$ cat src/rtl/dual_slot_arbiter_if.sv
// Bus between the dual-slot arbiter and its requesters.
//   req   : 12-bit request vector, bit i = requester i wants a slot
//   rel_a : release strobe for slot A
//   rel_b : release strobe for slot B
//   gnt_a : slot A owner, encoded index+1 (0 = idle)
//   gnt_b : slot B owner, encoded index+1 (0 = idle)
//   tmo_a : one-cycle pulse, slot A force-released by hold timeout
//   tmo_b : one-cycle pulse, slot B force-released by hold timeout
interface dual_slot_arbiter_if;
  logic [11:0] req;
  logic        rel_a;
  logic        rel_b;
  logic [3:0]  gnt_a;
  logic [3:0]  gnt_b;
  logic        tmo_a;
  logic        tmo_b;

  modport slave  (input  req, rel_a, rel_b, output gnt_a, gnt_b, tmo_a, tmo_b);
  modport master (output req, rel_a, rel_b, input  gnt_a, gnt_b, tmo_a, tmo_b);
endinterface

$ cat src/rtl/dual_slot_arbiter.sv
// Dual-slot arbiter: 12 requesters share two slots (A, B). Each slot is an
// independent IDLE/BUSY FSM with a hold counter that force-releases the
// owner after MAX_HOLD cycles. Idle slots are filled from a rotating
// descending search that starts at ptr.
// Ports:
//   clk   : system clock, rising edge
//   reset : synchronous active-high reset
//   bus   : dual_slot_arbiter_if.slave (req/rel in, gnt/tmo out)
// Parameter:
//   MAX_HOLD : max cycles a slot stays granted (2..255)

module dsa_slot #(
  parameter int MAX_HOLD = 16
) (
  input  logic        clk,
  input  logic        reset,
  input  logic        i_take,
  input  logic [3:0]  i_idx,
  input  logic [11:0] i_req,
  input  logic        i_rel,
  output logic        o_busy,
  output logic [3:0]  o_owner,
  output logic [3:0]  o_gnt,
  output logic        o_tmo
);
  typedef enum logic {S_IDLE, S_BUSY} state_t;

  localparam logic [7:0] HOLD_LAST = 8'(MAX_HOLD - 1);

  state_t      r_state, w_state_nxt;
  logic [3:0]  r_owner;
  logic [7:0]  r_cnt;
  logic        r_tmo;
  logic        w_drop, w_hit, w_release;

  assign w_drop    = ~i_req[r_owner];
  assign w_hit     = (r_cnt == HOLD_LAST);
  assign w_release = (r_state == S_BUSY) & (i_rel | w_drop | w_hit);

  always_ff @(posedge clk) begin
    if (reset) r_state <= S_IDLE;
    else       r_state <= w_state_nxt;
  end

  always_comb begin
    w_state_nxt = r_state;
    case (r_state)
      S_IDLE: if (i_take)    w_state_nxt = S_BUSY;
      S_BUSY: if (w_release) w_state_nxt = S_IDLE;
      default:               w_state_nxt = S_IDLE;
    endcase
  end

  // Owner/counter/timeout datapath. tmo only flags a release caused purely
  // by the hold counter; an explicit release or a dropped req wins.
  always_ff @(posedge clk) begin
    if (reset) begin
      r_owner <= '0;
      r_cnt   <= '0;
      r_tmo   <= 1'b0;
    end else begin
      r_tmo <= w_release & w_hit & ~i_rel & ~w_drop;
      if (r_state == S_IDLE) begin
        if (i_take) begin
          r_owner <= i_idx;
          r_cnt   <= '0;
        end
      end else begin
        r_cnt <= w_release ? 8'd0 : r_cnt + 8'd1;
      end
    end
  end

  always_comb begin
    o_busy  = (r_state == S_BUSY);
    o_owner = r_owner;
    o_gnt   = (r_state == S_BUSY) ? r_owner + 4'd1 : 4'd0;
    o_tmo   = r_tmo;
  end
endmodule

module dual_slot_arbiter #(
  parameter int MAX_HOLD = 16
) (
  input  logic                 clk,
  input  logic                 reset,
  dual_slot_arbiter_if.slave   bus
);
  logic [1:0]       w_busy, w_take, w_rel, w_tmo;
  logic [1:0][3:0]  w_owner, w_gnt, w_idx;
  logic [11:0]      w_owned, w_elig, w_elig_b;
  logic [4:0]       w_pick_a, w_pick_b;
  logic [3:0]       r_ptr;

  // First set bit of m scanning p, p-1, ..., 0, 11, ..., p+1.
  // Returns {found, index}.
  function automatic logic [4:0] find_first(input logic [11:0] m, input logic [3:0] p);
    logic [4:0] r;
    int         j;
    r = '0;
    for (int k = 0; k < 12; k++) begin
      j = int'(p) - k;
      if (j < 0) j = j + 12;
      if (!r[4] && m[j]) r = {1'b1, 4'(j)};
    end
    return r;
  endfunction

  function automatic logic [3:0] dec_wrap(input logic [3:0] i);
    return (i == 4'd0) ? 4'd11 : i - 4'd1;
  endfunction

  // Slot B searches after slot A's same-cycle pick is removed, so B always
  // lands later in search order than A and no requester owns both slots.
  always_comb begin
    w_owned = '0;
    for (int s = 0; s < 2; s++)
      if (w_busy[s]) w_owned[w_owner[s]] = 1'b1;
    w_elig   = bus.req & ~w_owned;
    w_pick_a = find_first(w_elig, r_ptr);
    w_take   = '0;
    w_take[0] = ~w_busy[0] & w_pick_a[4];
    w_elig_b = w_elig;
    if (w_take[0]) w_elig_b[w_pick_a[3:0]] = 1'b0;
    w_pick_b = find_first(w_elig_b, r_ptr);
    w_take[1] = ~w_busy[1] & w_pick_b[4];
    w_idx[0] = w_pick_a[3:0];
    w_idx[1] = w_pick_b[3:0];
  end

  assign w_rel[0] = bus.rel_a;
  assign w_rel[1] = bus.rel_b;

  // Pointer lands one below the last requester granted this cycle.
  always_ff @(posedge clk) begin
    if (reset)          r_ptr <= 4'd11;
    else if (w_take[1]) r_ptr <= dec_wrap(w_idx[1]);
    else if (w_take[0]) r_ptr <= dec_wrap(w_idx[0]);
  end

  for (genvar g = 0; g < 2; g++) begin : g_slot
    dsa_slot #(.MAX_HOLD(MAX_HOLD)) u_slot (
      .clk     (clk),
      .reset   (reset),
      .i_take  (w_take[g]),
      .i_idx   (w_idx[g]),
      .i_req   (bus.req),
      .i_rel   (w_rel[g]),
      .o_busy  (w_busy[g]),
      .o_owner (w_owner[g]),
      .o_gnt   (w_gnt[g]),
      .o_tmo   (w_tmo[g])
    );
  end

  assign bus.gnt_a = w_gnt[0];
  assign bus.gnt_b = w_gnt[1];
  assign bus.tmo_a = w_tmo[0];
  assign bus.tmo_b = w_tmo[1];
endmodule

$ cat src/flat_wrapper.sv
// flat-port wrapper written by rule: the top's interface ports become plain ports
module dual_slot_arbiter_flat 
#(
  parameter int MAX_HOLD = 16
)
  (clk, reset, bus_req, bus_rel_a, bus_rel_b, bus_gnt_a, bus_gnt_b, bus_tmo_a, bus_tmo_b);
  dual_slot_arbiter_if bus_i ();
  input  logic clk;
  input  logic reset;
  input wire logic [$bits(bus_i.req)-1:0] bus_req;
  input wire logic [$bits(bus_i.rel_a)-1:0] bus_rel_a;
  input wire logic [$bits(bus_i.rel_b)-1:0] bus_rel_b;
  output wire logic [$bits(bus_i.gnt_a)-1:0] bus_gnt_a;
  output wire logic [$bits(bus_i.gnt_b)-1:0] bus_gnt_b;
  output wire logic [$bits(bus_i.tmo_a)-1:0] bus_tmo_a;
  output wire logic [$bits(bus_i.tmo_b)-1:0] bus_tmo_b;
  assign bus_i.req = bus_req;
  assign bus_i.rel_a = bus_rel_a;
  assign bus_i.rel_b = bus_rel_b;
  assign bus_gnt_a = bus_i.gnt_a;
  assign bus_gnt_b = bus_i.gnt_b;
  assign bus_tmo_a = bus_i.tmo_a;
  assign bus_tmo_b = bus_i.tmo_b;
  dual_slot_arbiter #(.MAX_HOLD(MAX_HOLD)) u_core (.clk(clk), .reset(reset), .bus(bus_i));
endmodule
$ cat config.mk
export PLATFORM = sky130hd
export DESIGN_NAME = dual_slot_arbiter_flat
export DESIGN_NICKNAME = d
export VERILOG_FILES = /design/src/rtl/dual_slot_arbiter_if.sv /design/src/rtl/dual_slot_arbiter.sv /design/src/flat_wrapper.sv
export SDC_FILE = /design/constraint.sdc
export NUM_CORES = 1
export LEC_CHECK = 0
export ABC_AREA = 1
export CELL_PAD_IN_SITES_DETAIL_PLACEMENT = 0
export CELL_PAD_IN_SITES_GLOBAL_PLACEMENT = 1
export CORE_ASPECT_RATIO = 1.75
export CORE_UTILIZATION = 45
export CTS_CLUSTER_SIZE = 8
export DETAILED_ROUTE_END_ITERATION = 16
export PLACE_DENSITY_LB_ADDON = 0.1
export SYNTH_ARGS = -nofsm -noshare
export SYNTH_HDL_FRONTEND = slang
export SYNTH_SLANG_ARGS = --single-unit
$ cat constraint.sdc
create_clock -name clk -period 11.1 [get_ports clk]
set_clock_uncertainty 0.15 [all_clocks]
set_input_delay 1.665 -clock clk [delete_from_list [all_inputs] [get_ports clk]]
set_output_delay 1.665 -clock clk [all_outputs]
set_load 0.005 [all_outputs]
# Word level (Yosys, flattened, before mapping)
# Cells that the tools add are included.
[word_totals] wordCells=288 input_bits=16 regBits=32
[op_classes] n_mux=139 eq_ne=2 magnitude_cmp=30 bitwise_logic=25 addsub=29 n_reduce_logical=54
[ops] op="less-than comparator 32 x 6 -> 1 bit (second input constant)" n=12
[ops] op="2-to-1 mux 32 bit" n=12
[ops] op="adder 32 x 5 -> 32 bit (second input constant)" n=11
[ops] op="less-than comparator 32 x 1 -> 1 bit (second input constant)" n=11
[ops] op="2-to-1 mux 5 bit" n=24
[ops] op="binary-select mux 1 bit (select 4 bit)" n=26
[ops] op="2-to-1 mux 1 bit" n=57
[ops] op="2-to-1 mux 8 bit" n=6
[ops] op="2-to-1 mux 12 bit" n=3
[ops] op="logical AND 1 bit" n=25
[ops] op="bitwise AND 12 bit" n=2
[ops] op="2-to-1 mux 4 bit" n=6
[ops] op="NOT 12 bit" n=2
[ops] op="logical NOT 1 bit" n=22
[ops] op="subtractor 4 x 3 -> 5 bit (second input constant)" n=4
[ops] op="subtractor 4 x 4 -> 5 bit (second input constant)" n=4
[ops] op="adder 8 x 1 -> 8 bit (second input constant)" n=2
[ops] op="== test 8 x 4 -> 1 bit (second input constant)" n=2
[ops] op="less-than comparator 4 x 5 -> 1 bit (second input constant)" n=3
[ops] op="demux 1 bit (select 4 bit)" n=3
[ops] op="greater-or-equal comparator 4 x 1 -> 1 bit (second input constant)" n=3
[ops] op="bitwise OR 12 bit" n=1
[ops] op="bitwise AND 1 bit" n=10
[ops] op="subtractor 4 x 2 -> 5 bit (second input constant)" n=2
[ops] op="11 further kinds" n=26

# Depth between registers and ports, before layout
[logic_depth] depth_word=93 mapped_depth=53 mapped_depth_nobuf=52

# By module
# From an unflattened synthesis, not the netlist that was laid out.
[hier_totals] hier_cells=1035 area_unflattened_um2=5873.1
[modules_own_cells] module="dual_slot_arbiter" instances=1 area_each_um2=4026.4 seq_area_each_um2=80.1 cells_each=767
[modules_own_cells] module="dsa_slot" instances=2 area_each_um2=923.4 seq_area_each_um2=280.3 cells_each=134

# Worst setup path after synthesis
# No wires, ideal clock.
[synth_timing] path_type="input to register" startpoint="input port bus_req[8]" endpoint="register u_core.r_ptr[3]" t_arrival_ps=5939 path_stages=42 slack_ps=4899 n_path_buf=0 path_cell_list="nand3_1 nand2_1 inv_1 o21ai_0 nand3_2 nand2_2 nor2_8 nand3_2 o2111ai_1 o21ai_0 o211ai_1 a221oi_1 o21ai_0 a21oi_1 o211ai_1 o21a_1 inv_1 ha_1 (+6 left out) nand4_2 nor2_4 nand4_4 nor2_4 nand4_4 nor2_8 nand3_1 nor2_1 nor2_2 ha_1 nand4_1 nand2_1 inv_1 nand2_1 nand3_1 nand2_1 nand2_1 nand2_1"
[synth_between] elab_chain_cells=85 word_cells_on_any_way=160 cone_classes="add/sub (2); order compare (2); mux (103); bitwise (5); reduce/logical (48)"
[synth_rtl] item="start, declared" line_no="flat_wrapper.sv:10" rtl="input wire logic [$bits(bus_i.req)-1:0] bus_req;"
[synth_rtl] item="bitwise AND 12 bit (*)" line_no="dual_slot_arbiter.sv:119" rtl="w_elig = bus.req & ~w_owned;"
[synth_rtl] item="binary-select mux 1 bit (select 4 bit)" line_no="dual_slot_arbiter.sv:104" rtl="if (!r[4] && m[j]) r = {1'b1, 4'(j)};"
[synth_rtl] item="2-to-1 mux 1 bit (not written as such) (2 in a row)" line_no="dual_slot_arbiter.sv:104"
[synth_rtl] item="2-to-1 mux 5 bit" line_no="dual_slot_arbiter.sv:104"
[synth_rtl] item="logical NOT 1 bit" line_no="dual_slot_arbiter.sv:104"
[synth_rtl] item="logical AND 1 bit" line_no="dual_slot_arbiter.sv:104"
[synth_rtl] item="2-to-1 mux 5 bit" line_no="dual_slot_arbiter.sv:104"
[synth_rtl] item="logical NOT 1 bit" line_no="dual_slot_arbiter.sv:104"
[synth_rtl] item="(+29 left out)"
[synth_rtl] item="named net u_core.g_slot[0].u_slot.i_idx[1]" line_no="dual_slot_arbiter.sv:18" rtl="input logic [3:0] i_idx,"
[synth_rtl] item="(+39 left out)"
[synth_rtl] item="logical AND 1 bit" line_no="dual_slot_arbiter.sv:104"
[synth_rtl] item="2-to-1 mux 5 bit" line_no="dual_slot_arbiter.sv:104"
[synth_rtl] item="logical NOT 1 bit" line_no="dual_slot_arbiter.sv:104"
[synth_rtl] item="logical AND 1 bit" line_no="dual_slot_arbiter.sv:104"
[synth_rtl] item="2-to-1 mux 5 bit" line_no="dual_slot_arbiter.sv:104"
[synth_rtl] item="subtractor 4 x 1 -> 4 bit / logical NOT 4 bit (equally long branches)" line_no="dual_slot_arbiter.sv:110" rtl="return (i == 4'd0) ? 4'd11 : i - 4'd1;"
[synth_rtl] item="2-to-1 mux 4 bit" line_no="dual_slot_arbiter.sv:110"
[synth_rtl] item="2-to-1 mux 4 bit" line_no="dual_slot_arbiter.sv:137" rtl="else if (w_take[1]) r_ptr <= dec_wrap(w_idx[1]);"
[synth_rtl] item="end signal, assigned" line_no="dual_slot_arbiter.sv:137"
[synth_rtl] item="end signal, assigned" line_no="dual_slot_arbiter.sv:138" rtl="else if (w_take[0]) r_ptr <= dec_wrap(w_idx[0]);"
[synth_rtl] item="end, declared" line_no="dual_slot_arbiter.sv:93" rtl="logic [3:0] r_ptr;"
# The timed path passes the listed nets; every way through them passes the cells marked *. The select of a mux whose other input is x is not followed.
# A chain may end at the register's enable or synchronous reset.

# Worst setup path after layout
[layout_timing] startpoint="register u_core.r_ptr[1]" endpoint="register u_core.r_ptr[3]"
[layout_between] elab_chain_cells=86 word_cells_on_any_way=206 cone_classes="add/sub (25); order compare (14); mux (115); bitwise (4); reduce/logical (48)"
[layout_rtl] item="branches (longest 38 deep; another with adder 32 x 5 -> 32 bit)"
[layout_rtl] item="2-to-1 mux 5 bit (*)" line_no="dual_slot_arbiter.sv:104"
[layout_rtl] item="named net u_core.g_slot[0].u_slot.i_idx[0]" line_no="dual_slot_arbiter.sv:18"
[layout_rtl] item="less-than comparator 4 x 5 -> 1 bit (not written as such) / greater-or-equal comparator 4 x 1 -> 1 bit (equally long branches)" line_no="dual_slot_arbiter.sv:124" rtl="if (w_take[0]) w_elig_b[w_pick_a[3:0]] = 1'b0;"
[layout_rtl] item="logical AND 1 bit (not written as such)" line_no="dual_slot_arbiter.sv:124"
[layout_rtl] item="2-to-1 mux 1 bit (not written as such)" line_no="dual_slot_arbiter.sv:124"
[layout_rtl] item="demux 1 bit (select 4 bit)"
[layout_rtl] item="NOT 12 bit (no source line)"
[layout_rtl] item="(+34 left out)"
[layout_rtl] item="logical AND 1 bit" line_no="dual_slot_arbiter.sv:104"
[layout_rtl] item="2-to-1 mux 5 bit" line_no="dual_slot_arbiter.sv:104"
[layout_rtl] item="logical NOT 1 bit" line_no="dual_slot_arbiter.sv:104"
[layout_rtl] item="logical AND 1 bit" line_no="dual_slot_arbiter.sv:104"
[layout_rtl] item="2-to-1 mux 5 bit" line_no="dual_slot_arbiter.sv:104"
[layout_rtl] item="subtractor 4 x 1 -> 4 bit / logical NOT 4 bit (equally long branches)" line_no="dual_slot_arbiter.sv:110"
[layout_rtl] item="2-to-1 mux 4 bit" line_no="dual_slot_arbiter.sv:110"
[layout_rtl] item="2-to-1 mux 4 bit" line_no="dual_slot_arbiter.sv:137"
# Mark *: on every way through the listed nets, which the timed path passes. The select of a mux whose other input is x is not followed.

==> reports/results.tsv <==
metric	value	unit
finalNetCount	1010	
post-dp-hpwl	18.0	mm
clockRootBuffer	clkbuf_16	
cp.required	11.12	ns
inserted_diodes	0	
wire_length_on_met3	1.48	mm
grt_antenna_before_repair	0	
cp_slowest_cell	ha_1	
io_buffers	25	
std_cell_rows	52	
drt_iter0_drc	673	
cp_slowest_stage_delay	0.93	ns
gp_routability_congestion	1.09	
edff_count_synth	0	
met2_wirelength	11.4	mm
worst_slew_margin_rel	17.2	%
cts_repair_resize_count	0	
yosys_register_bits	32	
synth_warnings	0	
status	completed	
cts_setup_buffers	0	
cp_max_fo	25	
cts_tree	built	
kind_of_critical_path	reg2reg	
finalWirelength	22.4	mm
unrepaired_setup_endpoints_after_global_routing	no	
dr.max_layer_used	met4	
synth_area	5460	um^2
dieHeight	148	um
final_routed_wire_length_divided_by_cell_count	20.3	um
core_area	11700	um^2
crit_path_frequent_cell	nand3_1	
maxCapViolations	0	
routed-via-count	6740	
hold_viol	0	
worstPathArrival	8.13	ns
antenna_violating_nets_post_route	0	
ys_async_sr_fraction	0	%
netlist_instances	956	
yosysMostFrequentCell	nand2_1	
clk_pin_slew_worst_paths	0.05	ns
synth_fp_nets	1001	
timing.critical_path.to_type	flip-flop	
setup_tns	0	ns
wl_met1	7.50	mm
worst_hold_path_type	reg2reg	
cts_made_buffers	5	
synth-seq-area-share	11.7	%
synth.top_cells.by_count	206 x nand2_1, 173 x nand3_1, 120 x inv_1	
flow.area_growth_from_synthesis	9.19	%
grt_pass1_vias	6357	
post_synth_num_cell_types	54	
detail_route.first_pass.iterations	6	
insertion_delay	0.27	ns
cp-start-kind	flip-flop	
synth_flop_cell	dfxtp_1	
fmax	123	MHz
drc	0	
tritoncts_num_sinks	32	
grt_util_all_layers	35.8	%
grt_pass1_wl	34.2	mm
hold-path-cell-count	1	
timing.final.max_slew_violations	0	
finalCriticalPeriod	8.11	ns
die_width	85.3	um
synthesis.area_per_instance	5.71	um^2
timing_worst_slew_pin_value	1.23	ns
hold_buffers	0	
synth_top_area_share	15.9	%
viasPerCell	6.12	
synth_area_leader	nand3_1	
final_min_period_over_clock_period	73.1	%
floorplan.initialDensity	46.6	%
grt_max_degree	33	
post_route_cells_drive_above_1_share	8.59	%
cts_htree_levels	2	
floorplan.die_area	12600	um^2
timing.reg2reg.worst_path_depth	41	
floorplan.io_pins	26	
remaining_overflow_grt	0	
post_synth_main_area_contributors	nand3_1 16%, nand2_1 14%, dfxtp_1 12%	
cts_max_path_bufs	2	
setup-violations-final	0	
-- logic make-up after synthesis --
family	share of synthesized area, %
AND/OR/NAND/NOR	50.9
flip-flops	11.7
adder cells (fa/ha/maj)	6.65
XOR/XNOR	4.75
AO/OA/AOI/OAI	14.1
buffers and inverters	11.8
-- flip-flops by register name, summed over array words and instances (netlist names) --
| register | flops |
|---|---|
| u_core.r_ptr | 4 |
| u_core.g_slot.u_slot.o_tmo | 2 |
| u_core.g_slot.u_slot.o_owner | 8 |
| u_core.g_slot.u_slot.r_cnt | 16 |
| u_core.g_slot.u_slot.o_busy | 2 |
-- cell usage in the layout, fill, tap and decap left out, types with 2 or more instances in the layout --
| cell type | instances |
|---|---|
| o211ai_1 | 5 |
| or2_2 | 4 |
| clkbuf_16 | 5 |
| inv_2 | 17 |
| a22oi_1 | 5 |
| ha_1 | 29 |
| clkdlybuf4s50_1 | 25 |
| nand2_2 | 4 |
| o21a_1 | 2 |
| xnor2_1 | 5 |
| nand2_1 | 206 |
| nand3_1 | 173 |
| nand4_1 | 30 |
| o32ai_1 | 3 |
| o21ai_1 | 7 |
| dfxtp_1 | 32 |
| buf_4 | 4 |
| nor2_2 | 13 |
| inv_1 | 120 |
| clkbuf_8 | 2 |
| o31ai_1 | 6 |
| nor2_8 | 2 |
| a32o_1 | 4 |
| nor3_1 | 9 |
| nand3_2 | 10 |
| xor2_2 | 3 |
| o21ai_0 | 42 |
| nand4_4 | 3 |
| nand3b_1 | 4 |
| and2_1 | 3 |
| nor4_1 | 2 |
| a21oi_1 | 39 |
| a31oi_1 | 3 |
| xor2_1 | 19 |
| nor2_1 | 103 |
| nor2_4 | 5 |
-- path summary, 6_finish.rpt --
kind / slack (ns) / endpoint / startpoint
worst max-delay path: 2.99 / u_core.r_ptr[3] / u_core.r_ptr[1]
worst min-delay path: 0.35 / u_core.g_slot[0].u_slot.r_cnt[0] / u_core.g_slot[0].u_slot.r_cnt[0]
worst max register to register: 2.99 / u_core.r_ptr[3] / u_core.r_ptr[1]
worst min register to register: 0.35 / u_core.g_slot[0].u_slot.r_cnt[0] / u_core.g_slot[0].u_slot.r_cnt[0]
-- final cells by class --
cell class / instances / area [um^2]
Clock buffer: 7 / 153
Clock inverter: 1 / 30.0
Fill cell: 1264 / 5750
Inverter: 137 / 514
Multi-Input combinational cell: 760 / 4170
Sequential cell: 32 / 641
Tap cell: 135 / 169
Timing Repair Buffer: 29 / 280
-- critical path: cells and delay by family (launching register included) --
kind	cells	cell delay, ns
compound gates	3	0.99
fa+ha+maj	3	1.30
buf+inv	8	1.63
flops	1	0.30
simple gates	27	3.58
-- metal layers --
| metal | up-vias | GRT usage (%) |
|---|---|---|
| li1 | 3196 | - |
| met1 | 3059 | 35.6 |
| met2 | 372 | 65.3 |
| met3 | 113 | 5.47 |
| met4 | 0 | 27.9 |
| met5 | - | 0 |
-- stage by stage --
stage               hold slack, ns  setup slack [ns]  std cells  area (um^2)  utilization (%)
global route                 0.380              2.52       1101         5960             50.9
floorplan                    0.304              4.90        956         5460                -
global placement             0.328              3.44       1093         5780             49.3
detailed placement           0.337              3.38       1093         5780             49.3
CTS                          0.346              3.35       1101         5960             50.9
finish                       0.345              2.99       1101         5960             50.9
Power is left out: the tool's default activity adds up to more than one toggle a clock period on the data nets, which glitch-free logic cannot reach.
